File: src/rtl/noise_pkg.sv
// noise_pkg
// Shared definitions for the noise scheduler and the per-channel AWGN adders.
// Q8.7 noise samples, Q1.7 unsigned std, plus a saturating narrow helper used
// wherever an 18-bit sum has to land in a 16-bit noise word.
package noise_pkg;

  localparam int NOISE_QFRAC = 7;
  localparam int NOISE_W     = 16;
  localparam int STD_W       = 8;
  // sample (16b signed) x {0,std} (9b) -> 25b product; >>> 7 leaves 18b
  localparam int PROD_W      = NOISE_W + STD_W + 1;
  localparam int SUM_W       = PROD_W - NOISE_QFRAC;

  typedef struct packed {
    logic signed [NOISE_W-1:0] sample;
    logic        [STD_W-1:0]   std;
    logic signed [NOISE_W-1:0] mean;
  } noise_stage_t;

  // Clamp an 18-bit signed value into the 16-bit signed range.
  function automatic logic signed [NOISE_W-1:0] sat_noise(input logic signed [SUM_W-1:0] v);
    logic [SUM_W-NOISE_W:0] top;
    top = v[SUM_W-1:NOISE_W-1];
    if (top == '0 || top == '1)
      return v[NOISE_W-1:0];
    else if (v[SUM_W-1])
      return {1'b1, {(NOISE_W-1){1'b0}}};
    else
      return {1'b0, {(NOISE_W-1){1'b1}}};
  endfunction

endpackage

File: src/rtl/awgn_noise_scheduler_rr_arbiter.sv
// rr_arbiter
// Masked priority-encoder round-robin arbiter. The winner is the lowest set
// request above last_q, otherwise the lowest set request overall. last_q only
// moves when en_i is high and someone requests.
// Ports: clk, rst (sync, active-high), en_i (commit the grant), req_i,
// gnt_o (one-hot, combinational), idx_o (winner index), any_o (req_i != 0).
module rr_arbiter #(
  parameter  int N  = 4,
  localparam int IW = $clog2(N)
) (
  input  logic          clk,
  input  logic          rst,
  input  logic          en_i,
  input  logic [N-1:0]  req_i,
  output logic [N-1:0]  gnt_o,
  output logic [IW-1:0] idx_o,
  output logic          any_o
);

  logic [IW-1:0] last_q, last_d;
  logic [N-1:0]  hi_req;
  logic          hi_any;

  always_comb begin
    hi_req = '0;
    for (int i = 0; i < N; i++)
      hi_req[i] = req_i[i] && (i > int'(last_q));
    hi_any = |hi_req;
    any_o  = |req_i;

    // descending scan so the lowest matching index wins
    idx_o = '0;
    for (int i = N - 1; i >= 0; i--) begin
      if (hi_any ? hi_req[i] : req_i[i]) idx_o = IW'(i);
    end

    gnt_o  = any_o ? (N'(1) << idx_o) : '0;
    last_d = (en_i && any_o) ? idx_o : last_q;
  end

  // reset to N-1 so requester 0 has first priority
  always_ff @(posedge clk) begin
    if (rst) last_q <= IW'(N - 1);
    else     last_q <= last_d;
  end

endmodule

File: src/rtl/random_gaussian_normal.sv
// random_gaussian_normal
// Approximate normal generator: a 16-bit Fibonacci LFSR (x^16+x^14+x^13+x^11+1)
// advanced every cycle; the four signed nibbles of the state are summed
// (central-limit approximation) and scaled by 16 into Q8.7.
// Ports: clk, rst (sync, active-high, reloads SEED), sample_o (signed Q8.7,
// combinational from the current state, new value every cycle).
module random_gaussian_normal #(
  parameter logic [15:0] SEED = 16'b101
) (
  input  logic               clk,
  input  logic               rst,
  output logic signed [15:0] sample_o
);

  logic [15:0] state_q, state_d;
  logic signed [5:0] acc;

  always_comb begin
    state_d = {state_q[14:0], state_q[15] ^ state_q[13] ^ state_q[12] ^ state_q[10]};
  end

  always_comb begin
    acc = '0;
    for (int i = 0; i < 4; i++)
      acc = acc + 6'($signed(state_q[i*4 +: 4]));
    sample_o = 16'(acc) <<< 4;
  end

  // an all-zero seed would lock the LFSR
  always_ff @(posedge clk) begin
    if (rst) state_q <= (SEED == '0) ? 16'h0001 : SEED;
    else     state_q <= state_d;
  end

endmodule

File: src/rtl/awgn_noise_scheduler.sv
// awgn_noise_scheduler
// Shares one Gaussian source among NUM_REQ channels. A round-robin grant
// latches the current sample plus the winner's std/mean into stage 1; stage 2
// computes ((sample * std) >>> 7) + mean and registers it with the winner id.
// Optional macro AWGN_NOISE_SAT_EN: saturate the final sum to 16 bits instead
// of wrapping.
// Ports: clk, rst (sync, active-high), enable_i, req_i / grant_o,
// cfg_we_i / cfg_addr_i / cfg_std_i / cfg_mean_i (per-channel config write),
// noise_valid_o / noise_o / noise_id_o (one pulse per grant, no backpressure).
module awgn_noise_scheduler
  import noise_pkg::*;
#(
  parameter  int                        NUM_REQ      = 4,
  parameter  logic [15:0]               SEED         = 16'b101,
  parameter  logic [STD_W-1:0]          DEFAULT_STD  = 8'd128,
  parameter  logic signed [NOISE_W-1:0] DEFAULT_MEAN = 16'sd0,
  localparam int                        IDW          = $clog2(NUM_REQ)
) (
  input  logic                      clk,
  input  logic                      rst,
  input  logic                      enable_i,
  input  logic [NUM_REQ-1:0]        req_i,
  output logic [NUM_REQ-1:0]        grant_o,
  input  logic                      cfg_we_i,
  input  logic [IDW-1:0]            cfg_addr_i,
  input  logic [STD_W-1:0]          cfg_std_i,
  input  logic [NOISE_W-1:0]        cfg_mean_i,
  output logic                      noise_valid_o,
  output logic signed [NOISE_W-1:0] noise_o,
  output logic [IDW-1:0]            noise_id_o
);

  logic signed [NOISE_W-1:0] gen_sample;
  logic [NUM_REQ-1:0]        arb_gnt;
  logic [IDW-1:0]            arb_idx;
  logic                      arb_any;
  logic                      take;

  logic [NUM_REQ-1:0]        grant_q, grant_d;
  logic                      s1_valid_q, s1_valid_d;
  noise_stage_t              s1_q, s1_d;
  logic [IDW-1:0]            s1_id_q, s1_id_d;
  logic [STD_W-1:0]          std_q  [NUM_REQ];
  logic [STD_W-1:0]          std_d  [NUM_REQ];
  logic signed [NOISE_W-1:0] mean_q [NUM_REQ];
  logic signed [NOISE_W-1:0] mean_d [NUM_REQ];
  logic                      noise_valid_q, noise_valid_d;
  logic signed [NOISE_W-1:0] noise_q, noise_d;
  logic [IDW-1:0]            noise_id_q, noise_id_d;

  logic signed [PROD_W-1:0]  prod;
  logic signed [PROD_W-1:0]  prod_shr;
  logic signed [SUM_W-1:0]   scaled;
  logic signed [SUM_W-1:0]   sum;
  logic signed [NOISE_W-1:0] noise_next;

  random_gaussian_normal #(.SEED(SEED)) u_gen (
    .clk      (clk),
    .rst      (rst),
    .sample_o (gen_sample)
  );

  rr_arbiter #(.N(NUM_REQ)) u_arb (
    .clk   (clk),
    .rst   (rst),
    .en_i  (enable_i),
    .req_i (req_i),
    .gnt_o (arb_gnt),
    .idx_o (arb_idx),
    .any_o (arb_any)
  );

  assign take = enable_i && arb_any;

  // Stage-2 arithmetic on the latched stage-1 operands
  always_comb begin
    prod     = PROD_W'($signed(s1_q.sample)) * PROD_W'($signed({1'b0, s1_q.std}));
    prod_shr = prod >>> NOISE_QFRAC;
    scaled   = SUM_W'(prod_shr);
    sum      = scaled + SUM_W'($signed(s1_q.mean));
`ifdef AWGN_NOISE_SAT_EN
    noise_next = sat_noise(sum);
`else
    noise_next = NOISE_W'(sum);
`endif
  end

  always_comb begin
    std_d         = std_q;
    mean_d        = mean_q;
    grant_d       = take ? arb_gnt : '0;
    s1_valid_d    = take;
    s1_d          = s1_q;
    s1_id_d       = s1_id_q;
    noise_valid_d = s1_valid_q;
    noise_d       = noise_q;
    noise_id_d    = noise_id_q;

    // reads of std_q/mean_q below see the pre-write value on a colliding edge
    if (cfg_we_i && (int'(cfg_addr_i) < NUM_REQ)) begin
      std_d[cfg_addr_i]  = cfg_std_i;
      mean_d[cfg_addr_i] = $signed(cfg_mean_i);
    end

    if (take) begin
      s1_d.sample = gen_sample;
      s1_d.std    = std_q[arb_idx];
      s1_d.mean   = mean_q[arb_idx];
      s1_id_d     = arb_idx;
    end

    if (s1_valid_q) begin
      noise_d    = noise_next;
      noise_id_d = s1_id_q;
    end
  end

  always_ff @(posedge clk) begin
    if (rst) begin
      grant_q       <= '0;
      s1_valid_q    <= 1'b0;
      s1_q          <= '0;
      s1_id_q       <= '0;
      noise_valid_q <= 1'b0;
      noise_q       <= '0;
      noise_id_q    <= '0;
      for (int i = 0; i < NUM_REQ; i++) begin
        std_q[i]  <= DEFAULT_STD;
        mean_q[i] <= DEFAULT_MEAN;
      end
    end else begin
      grant_q       <= grant_d;
      s1_valid_q    <= s1_valid_d;
      s1_q          <= s1_d;
      s1_id_q       <= s1_id_d;
      noise_valid_q <= noise_valid_d;
      noise_q       <= noise_d;
      noise_id_q    <= noise_id_d;
      std_q         <= std_d;
      mean_q        <= mean_d;
    end
  end

  assign grant_o       = grant_q;
  assign noise_valid_o = noise_valid_q;
  assign noise_o       = noise_q;
  assign noise_id_o    = noise_id_q;

endmodule

File: config.mk
export PLATFORM = sky130hd
export DESIGN_NAME = awgn_noise_scheduler
export DESIGN_NICKNAME = d
export VERILOG_FILES = /design/src/rtl/noise_pkg.sv /design/src/rtl/awgn_noise_scheduler_rr_arbiter.sv /design/src/rtl/random_gaussian_normal.sv /design/src/rtl/awgn_noise_scheduler.sv
export SDC_FILE = /design/constraint.sdc
export NUM_CORES = 1
export LEC_CHECK = 0
export ABC_AREA = 1
export CORE_UTILIZATION = 40
export CTS_BUF_LIST = sky130_fd_sc_hd__clkbuf_16
export CTS_CLUSTER_DIAMETER = 30
export CTS_CLUSTER_SIZE = 20
export DETAILED_ROUTE_END_ITERATION = 8
export PLACE_DENSITY = 0.63
export SLEW_MARGIN = 40
export SYNTH_ARGS = -nofsm -noshare
export SYNTH_HDL_FRONTEND = slang
export SYNTH_SLANG_ARGS = --single-unit
File: constraint.sdc
create_clock -name clk -period 5.63 [get_ports clk]
set_clock_uncertainty 0.05 [all_clocks]
set_input_delay 0.8445 -clock clk [delete_from_list [all_inputs] [get_ports clk]]
set_output_delay 0.8445 -clock clk [all_outputs]
set_load 0.05 [all_outputs]
==> results of run 1 <==
==> per-layer routing <==
| metal | share of wire (%) | vias to the layer above |
|---|---|---|
| met3 | 3.5 | 18 |
| li1 | - | 4262 |
| met4 | 1.1 | 0 |
| met1 | 50 | 3703 |
| met5 | 0 | - |
| met2 | 45 | 142 |
==> metrics by stage <==
step	cells	instance area, um2	utilization (%)	hold slack (ns)
after floorplan	1336	9600	-	0.366
after global placement	1653	10300	44.1	0.373
after detailed placement	1653	10300	44.1	0.380
after CTS	1685	10900	46.5	0.386
after global routing	1685	10900	46.6	0.420
final	1685	10900	46.6	0.386
==> final timing paths <==
path	to	start
worst min register to register	u_gen.state_q[10]$_SDFF_PP0_	u_gen.state_q[9]$_SDFF_PP0_
worst min-delay path	u_gen.state_q[10]$_SDFF_PP0_	u_gen.state_q[9]$_SDFF_PP0_
worst max-delay path	noise_o[14]$_SDFFE_PP0P_	s1_q[19]$_SDFFE_PP0P_
worst max register to register	noise_o[14]$_SDFFE_PP0P_	s1_q[19]$_SDFFE_PP0P_
==> synthesized netlist by cell type (all sizes together) (2+ instances only) <==
library cell / n / share of area (%)
fa: 35 / 7.3
clkbuf: 49 / 1.9
nor3: 5 / 0.26
o21bai: 2 / 0.16
nor2: 125 / 5.1
nand3b: 2 / 0.16
xor2: 15 / 1.4
a31oi: 4 / 0.26
o211ai: 6 / 0.47
or2: 2 / 0.13
dfxtp: 170 / 35
o21ai: 124 / 6.5
ha: 55 / 7.2
inv: 239 / 9.3
nand2: 192 / 7.5
a21oi: 123 / 6.4
clkinv: 3 / 0.12
nand4: 3 / 0.20
xnor2: 7 / 0.64
a21o: 5 / 0.39
nand3: 148 / 7.8
buf: 20 / 1.2
==> worst reg2reg max path, cell delays in order, from the launching register on <==
cell	delay, ns
dfxtp_1	0.40
nand2_1	0.09
inv_1	0.05
fa_1	0.52
inv_1	0.05
fa_1	0.47
inv_1	0.05
fa_1	0.49
fa_1	0.40
ha_1	0.36
a21oi_1	0.18
o21ai_0	0.13
a21oi_1	0.20
nor2_1	0.06
nor2_1	0.11
xor2_1	0.15
inv_1	0.06
ha_1	0.38
nand2_1	0.12
nor2_1	0.15
o21ai_0	0.10
nand3_1	0.13
nand2_1	0.07
nand2_1	0.07
nor2_1	0.04
o21ai_0	0.15
inv_1	0.05
==> cell usage in the layout (no fill, tap or decap), types with 3 or more instances in the layout <==
| cell type | count |
|---|---|
| nand4_1 | 3 |
| a21o_1 | 5 |
| clkdlybuf4s50_1 | 55 |
| xnor2_1 | 7 |
| inv_2 | 6 |
| a31oi_1 | 4 |
| inv_6 | 4 |
| dfxtp_1 | 164 |
| nand3_1 | 146 |
| buf_4 | 11 |
| nor2_1 | 124 |
| inv_8 | 5 |
| o21ai_0 | 123 |
| nand2_1 | 190 |
| ha_1 | 55 |
| inv_1 | 231 |
| clkbuf_16 | 17 |
| clkinv_1 | 3 |
| nor3_1 | 5 |
| o211ai_1 | 6 |
| fa_1 | 35 |
| a21oi_1 | 121 |
| xor2_1 | 15 |
| dfxtp_2 | 6 |
==> cells by family after synthesis <==
group / after synthesis
AND/OR/NAND/NOR: 478
buffers and inverters: 311
AO/OA/AOI/OAI: 265
flip-flops: 170
adder cells (fa/ha/maj): 90
XOR/XNOR: 22
==> sequential cells by signal (all words and copies together) (netlist names) <==
signal and cells:
grant_o 4, noise_id_o 2, noise_valid_o 1, std_q 32
s1_q 30, u_gen.state_q 16, noise_o 16, u_arb.last_q 2
mean_q 64, s1_id_q 2, noise_valid_d 1
==> what timing repair did <==
action                     in CTS  in global routing
hold buffers                    0                  0
setup endpoints to repair       0                  2
gates resized for setup         0                  9
==> power groups by stage <==
stage | sequential (mW) | combinational, mW | clock, mW
global route | 1.34 | 0.853 | 1.23
global placement | 1.35 | 0.739 | 0
floorplan | 1.38 | 0.522 | 0
CTS | 1.33 | 0.751 | 1.18
finish | 1.33 | 0.745 | 1.15
detailed placement | 1.36 | 0.745 | 0
==> layout make-up <==
type	instances	area, um2
Fill cell	2412	12500
Sequential cell	170	3410
Clock inverter	15	153
Inverter	242	912
Multi-Input combinational cell	855	5000
Tap cell	319	399
Timing Repair Buffer	67	638
Clock buffer	17	425
==> run_results.csv, run 1 <==
group,metric,value,unit
run_status,status,"completed",
logic_synthesis,ys_warn_count,0,
power_and_ir_drop,switching_share,33.7,%
logic_synthesis,netlist_instances,1336,
global_routing,antenna_found_initial,0,
worst_setup_path,path_max_fanout,7,
logic_synthesis,yosys.area_share.simple,21.2,%
worst_setup_path,cp.depth,26,
min_path,min_path_cells,2,
sta,slew_viol_final,0,
clocking,post_cts_buffers,0,
drt,drt-wirelength-per-cell,13.2,um
global_routing,track_usage,19.3,%
logic_synthesis,synth_fa_ha_area_share,14.5,%
sta,max_freq,193,MHz
worst_setup_path,worst_r2r_path_depth,26,
worst_setup_path,crit_top_cell,"inv_1",
placed_design,place_worst_setup_slack,0.331,ns
worst_setup_path,crit_buf_inv,5,
power_and_ir_drop,p_int,2.14,mW
power_and_ir_drop,pwr-share-comb,23.1,%
worst_setup_path,slowest_stage,"fa_1",
worst_setup_path,cp_slowest_stage_delay,0.52,ns
logic_synthesis,synth_nets,1460,
logic_synthesis,synth_seq_area_share,35.5,%
layout,syn2layout_area_growth,14.0,%
sta,fin_crit,5.18,ns
logic_synthesis,synthXorXnorAreaFrac,2.01,%
global_routing,overflow,0,
clocking,ctsRootBufferMaster,"clkbuf_16",
floorplan,die_area,0.0246,mm2
worst_setup_path,cp-start-kind,"register",
flow_run,maxCapViolCount,0,
floorplan,die_y,157,um
logic_synthesis,synthFlopType,"dfxtp_1",
min_path,hold_class,"register to register",
layout,fin_nets,1477,
power_and_ir_drop,finalPower,3.22,mW
drt,routed_wl,22200,um
clocking,cts.path.max_buffers,2,
global_routing,grt_pass1_vias,7664,
sta,grt_setup_unrepaired,"no",
floorplan,core-area,0.0235,mm2
placed_design,place_congestion,0.860,
sta,slew_headroom,50.5,%
sta,fin_ws,0.449,ns
drt,vias_per_cell,4.82,
logic_synthesis,synth.avg_cell_area,7.18,um2
worst_setup_path,cp.arrival,5.46,ns
power_and_ir_drop,leakage,5.42,nW
placed_design,hpwl,15100,um
drt,drc,0,
sta,fin_tns_setup,0,ns
sta,hold_violations,0,
drt,vias,8125,
logic_synthesis,netlist_area,0.00960,mm2
clocking,numCtsBuffers,17,
drt,drtIter0Drc,533,
worst_setup_path,path_class,"register to register",
floorplan,start_util,40.9,%
power_and_ir_drop,p_clk_share,35.7,%
clocking,cts.clk_slew.worst_paths,0.07,ns
power_and_ir_drop,powerDensity,295,mW/mm2
clocking,clock_latency,0.43,ns
logic_synthesis,synth_seq_cells,170,
logic_synthesis,synth_cell_types,31,
sta,setup_violations,0,
sta,fin_crit_sh,92.0,%
floorplan,std_cell_rows,56,
power_and_ir_drop,vdd_drop_max,0.000212,V
layout,n_antenna_cell,0,
worst_setup_path,critPathRequiredTime,5.91,ns
logic_synthesis,synth_edf_count,0,
power_and_ir_drop,power_switching,1.09,mW
layout,drive_gt1_share,4.98,%
logic_synthesis,synth_top_family_by_area,"simple AND/OR/NAND/NOR gates",
logic_synthesis,synth_compound_area_share,14.3,%
global_routing,met2_usage,31.4,%
power_and_ir_drop,p_seq_share,41.2,%
placed_design,numPortBuffers,56,
global_routing,busiest_layer,"met2",
global_routing,gr-usage-met1,26.4,%
drt,ant_nets,0,
clocking,clkSinkCount,170,
logic_synthesis,synthArstFlopShare,0,%
drt,drtPass1Iterations,5,
clocking,cts_tree,"done",
global_routing,grt_max_degree,66,
sta,tightest_slew,0.741,ns
logic_synthesis,muxShareOfSynthArea,0,%
worst_setup_path,worst_path_dominant_cell_family,"adder cells",
floorplan,pin_count,57,
global_routing,met3_usage,3.11,%
floorplan,die_width,157,um
global_routing,grt_pass1_wl,37600,um
worst_setup_path,ff2ff_setup_slack,0.45,ns
clocking,h-tree-depth,4,
worst_setup_path,cp-end-kind,"register",
No activity file was read; power rests on OpenSTA's default activity.
==> run 2, diff against run 1 <==
- SETUP_SLACK_MARGIN: default -> 0.2
==> run 2 against run 1 <==
  * Flip-flop and latch count unchanged
  * Combinational power increased by 2%
  * Critical endpoint unchanged
  * Total power increased by 0.34%
  * Non-clock buffer count unchanged
  * Highest routed layer unchanged
  * Final area increased by 0.33%
  * Register-to-register slack improved by 0.11 ns
  * Critical path type unchanged
==> run_results.csv, run 2 (synthesized netlist as in run 1, its figures left out) <==
group,metric,value,unit
drt,routed_wl,22300,um
global_routing,track_usage,19.3,%
min_path,hold_class,"register to register",
layout,layout_common_cells,"inv_1, nand2_1, dfxtp_1, nand3_1, nor2_1",
min_path,hold_end,"u_gen.state_q[10]$_SDFF_PP0_",
worst_setup_path,path_max_fanout,8,
worst_setup_path,crit_buf_inv,5,
worst_setup_path,slowest_stage,"fa_1",
layout,layout_commonest_cell,"inv_1",
min_path,min_path_cells,2,
global_routing,antenna_found_initial,0,
floorplan,core-area,0.0235,mm2
clocking,ctsRootBufferMaster,"clkbuf_16",
clocking,cts.clk_slew.worst_paths,0.07,ns
drt,drt-wirelength-per-cell,13.2,um
worst_setup_path,r2r_start,"s1_q[29]$_SDFFE_PP0P_",
drt,vias,8169,
global_routing,overflow,0,
clocking,cts.path.max_buffers,2,
clocking,cts_resized,0,
placed_design,hpwl,15100,um
layout,drive_gt1_share,5.49,%
global_routing,grt_max_degree,66,
sta,slew_viol_final,0,
sta,fin_crit_sh,90.0,%
power_and_ir_drop,powerDensity,295,mW/mm2
drt,drc,0,
floorplan,start_util,40.9,%
layout,syn2layout_area_growth,14.4,%
power_and_ir_drop,leakage,5.41,nW
sta,slew_headroom,50.1,%
clocking,post_cts_buffers,0,
sta,grt_setup_unrepaired,"yes",
global_routing,grt_pass1_wl,37600,um
worst_setup_path,cp_slowest_stage_delay,0.56,ns
worst_setup_path,crit_top_cell,"inv_1",
worst_setup_path,worst_r2r_path_depth,26,
sta,fin_tns_setup,0,ns
drt,drtIter0Drc,591,
sta,max_freq,197,MHz
layout,n_antenna_cell,0,
placed_design,place_congestion,0.860,
sta,tightest_slew,0.746,ns
floorplan,die_y,157,um
min_path,hp-start,"u_gen.state_q[9]$_SDFF_PP0_",
worst_setup_path,ff2ff_setup_slack,0.56,ns
drt,vias_per_cell,4.85,
floorplan,pin_count,57,
floorplan,die_area,0.0246,mm2
sta,setup_violations,0,
clocking,numCtsBuffers,17,
worst_setup_path,cp-start-kind,"register",
power_and_ir_drop,vdd_drop_max,0.000213,V
floorplan,die_width,157,um
layout,fin_nets,1477,
power_and_ir_drop,finalPower,3.23,mW
worst_setup_path,r2r_end,"noise_o[14]$_SDFFE_PP0P_",
worst_setup_path,path_class,"register to register",
layout,top_regs,"mean_q (64), std_q (32), s1_q (30)",
sta,fin_crit,5.07,ns
clocking,cts_tree,"done",
layout,fillers,2407,
placed_design,numPortBuffers,56,
clocking,h-tree-depth,4,
layout,largest_reg_flops,64,
worst_setup_path,cp-end-kind,"register",
sta,hold_violations,0,
floorplan,std_cell_rows,56,
clocking,ctsHoldBuffers,0,
clocking,clock_latency,0.43,ns
layout,top_register,"mean_q",
drt,drtPass1Iterations,6,
flow_run,maxCapViolCount,0,
worst_setup_path,critPathRequiredTime,5.91,ns
drt,ant_nets,0,
worst_setup_path,worst_path_dominant_cell_family,"adder cells",
run_status,status,"completed",
worst_setup_path,cp.arrival,5.35,ns
clocking,clkSinkCount,170,
global_routing,grt_pass1_vias,7664,
-- run 2: area by class of cell --
type	instances	area, um2	area share [%]
multi-input cells	855	5030	45.9
repair buffers	67	638	5.81
inverters	242	912	8.31
flip-flops and latches	170	3410	31.1
clock buffers	17	425	3.88
well taps	319	399	3.64
clock inverters	15	153	1.39
-- run 2: how the worst max path moves through the flow --
stage	cells after the start	from	endpoint	slack (ns)
final	26	s1_q[29]$_SDFFE_PP0P_	noise_o[14]$_SDFFE_PP0P_	0.56
after global routing	27	s1_q[16]$_SDFFE_PP0P_	noise_o[15]$_SDFFE_PP0P_	0.18
after CTS	26	s1_q[33]$_SDFFE_PP0P_	noise_o[15]$_SDFFE_PP0P_	0.32
after detailed placement	22	s1_q[33]$_SDFFE_PP0P_	noise_o[14]$_SDFFE_PP0P_	0.33
after global placement	25	s1_q[33]$_SDFFE_PP0P_	noise_o[15]$_SDFFE_PP0P_	0.40
after floorplan	26	s1_q[32]$_SDFFE_PP0P_	noise_o[15]$_SDFFE_PP0P_	0.67
-- run 2: where the power goes --
group	internal, mW	switching, mW
clock	0.592	0.557
combinational	0.275	0.482
sequential	1.28	0.0503
total	2.15	1.09
-- run 2: worst register-to-register path: stages, from the launching register on --
cell and delay (ns):
dfxtp_1 0.41, nand2_1 0.11, inv_1 0.05, fa_1 0.49, inv_1 0.05, fa_1 0.47, inv_1 0.05, fa_1 0.56
fa_1 0.45, ha_1 0.22, a21oi_1 0.16, o21ai_0 0.13, a21oi_1 0.20, nor2_1 0.06, nor2_1 0.11, xor2_1 0.15
inv_1 0.08, ha_4 0.30, nand2_1 0.09, nor2_1 0.15, o21ai_0 0.10, nand3_1 0.13, nand2_1 0.07, nand2_1 0.07
nor2_1 0.04, o21ai_0 0.15, inv_1 0.05
-- run 2: routing by layer --
metal / global-route usage (%) / vias up / share of wire, % / routed length (um)
li1: - / 4264 / - / -
met1: 26.4 / 3752 / 50 / 11100
met2: 31.4 / 133 / 45 / 10100
met3: 3.11 / 20 / 3.6 / 795
met4: 5.37 / 0 / 1.1 / 244
met5: 0 / - / 0 / 0
-- run 2: per-stage QoR --
step                      setup WS, ns  cells  hold slack (ns)  util (%)  cell area (um2)
final                            0.563   1685            0.386      46.8            11000
after global routing             0.176   1685            0.420      46.8            11000
after CTS                        0.320   1685            0.386      46.5            10900
after detailed placement         0.331   1653            0.380      44.1            10300
after global placement           0.400   1653            0.373      44.1            10300
after floorplan                  0.670   1336            0.366         -             9600
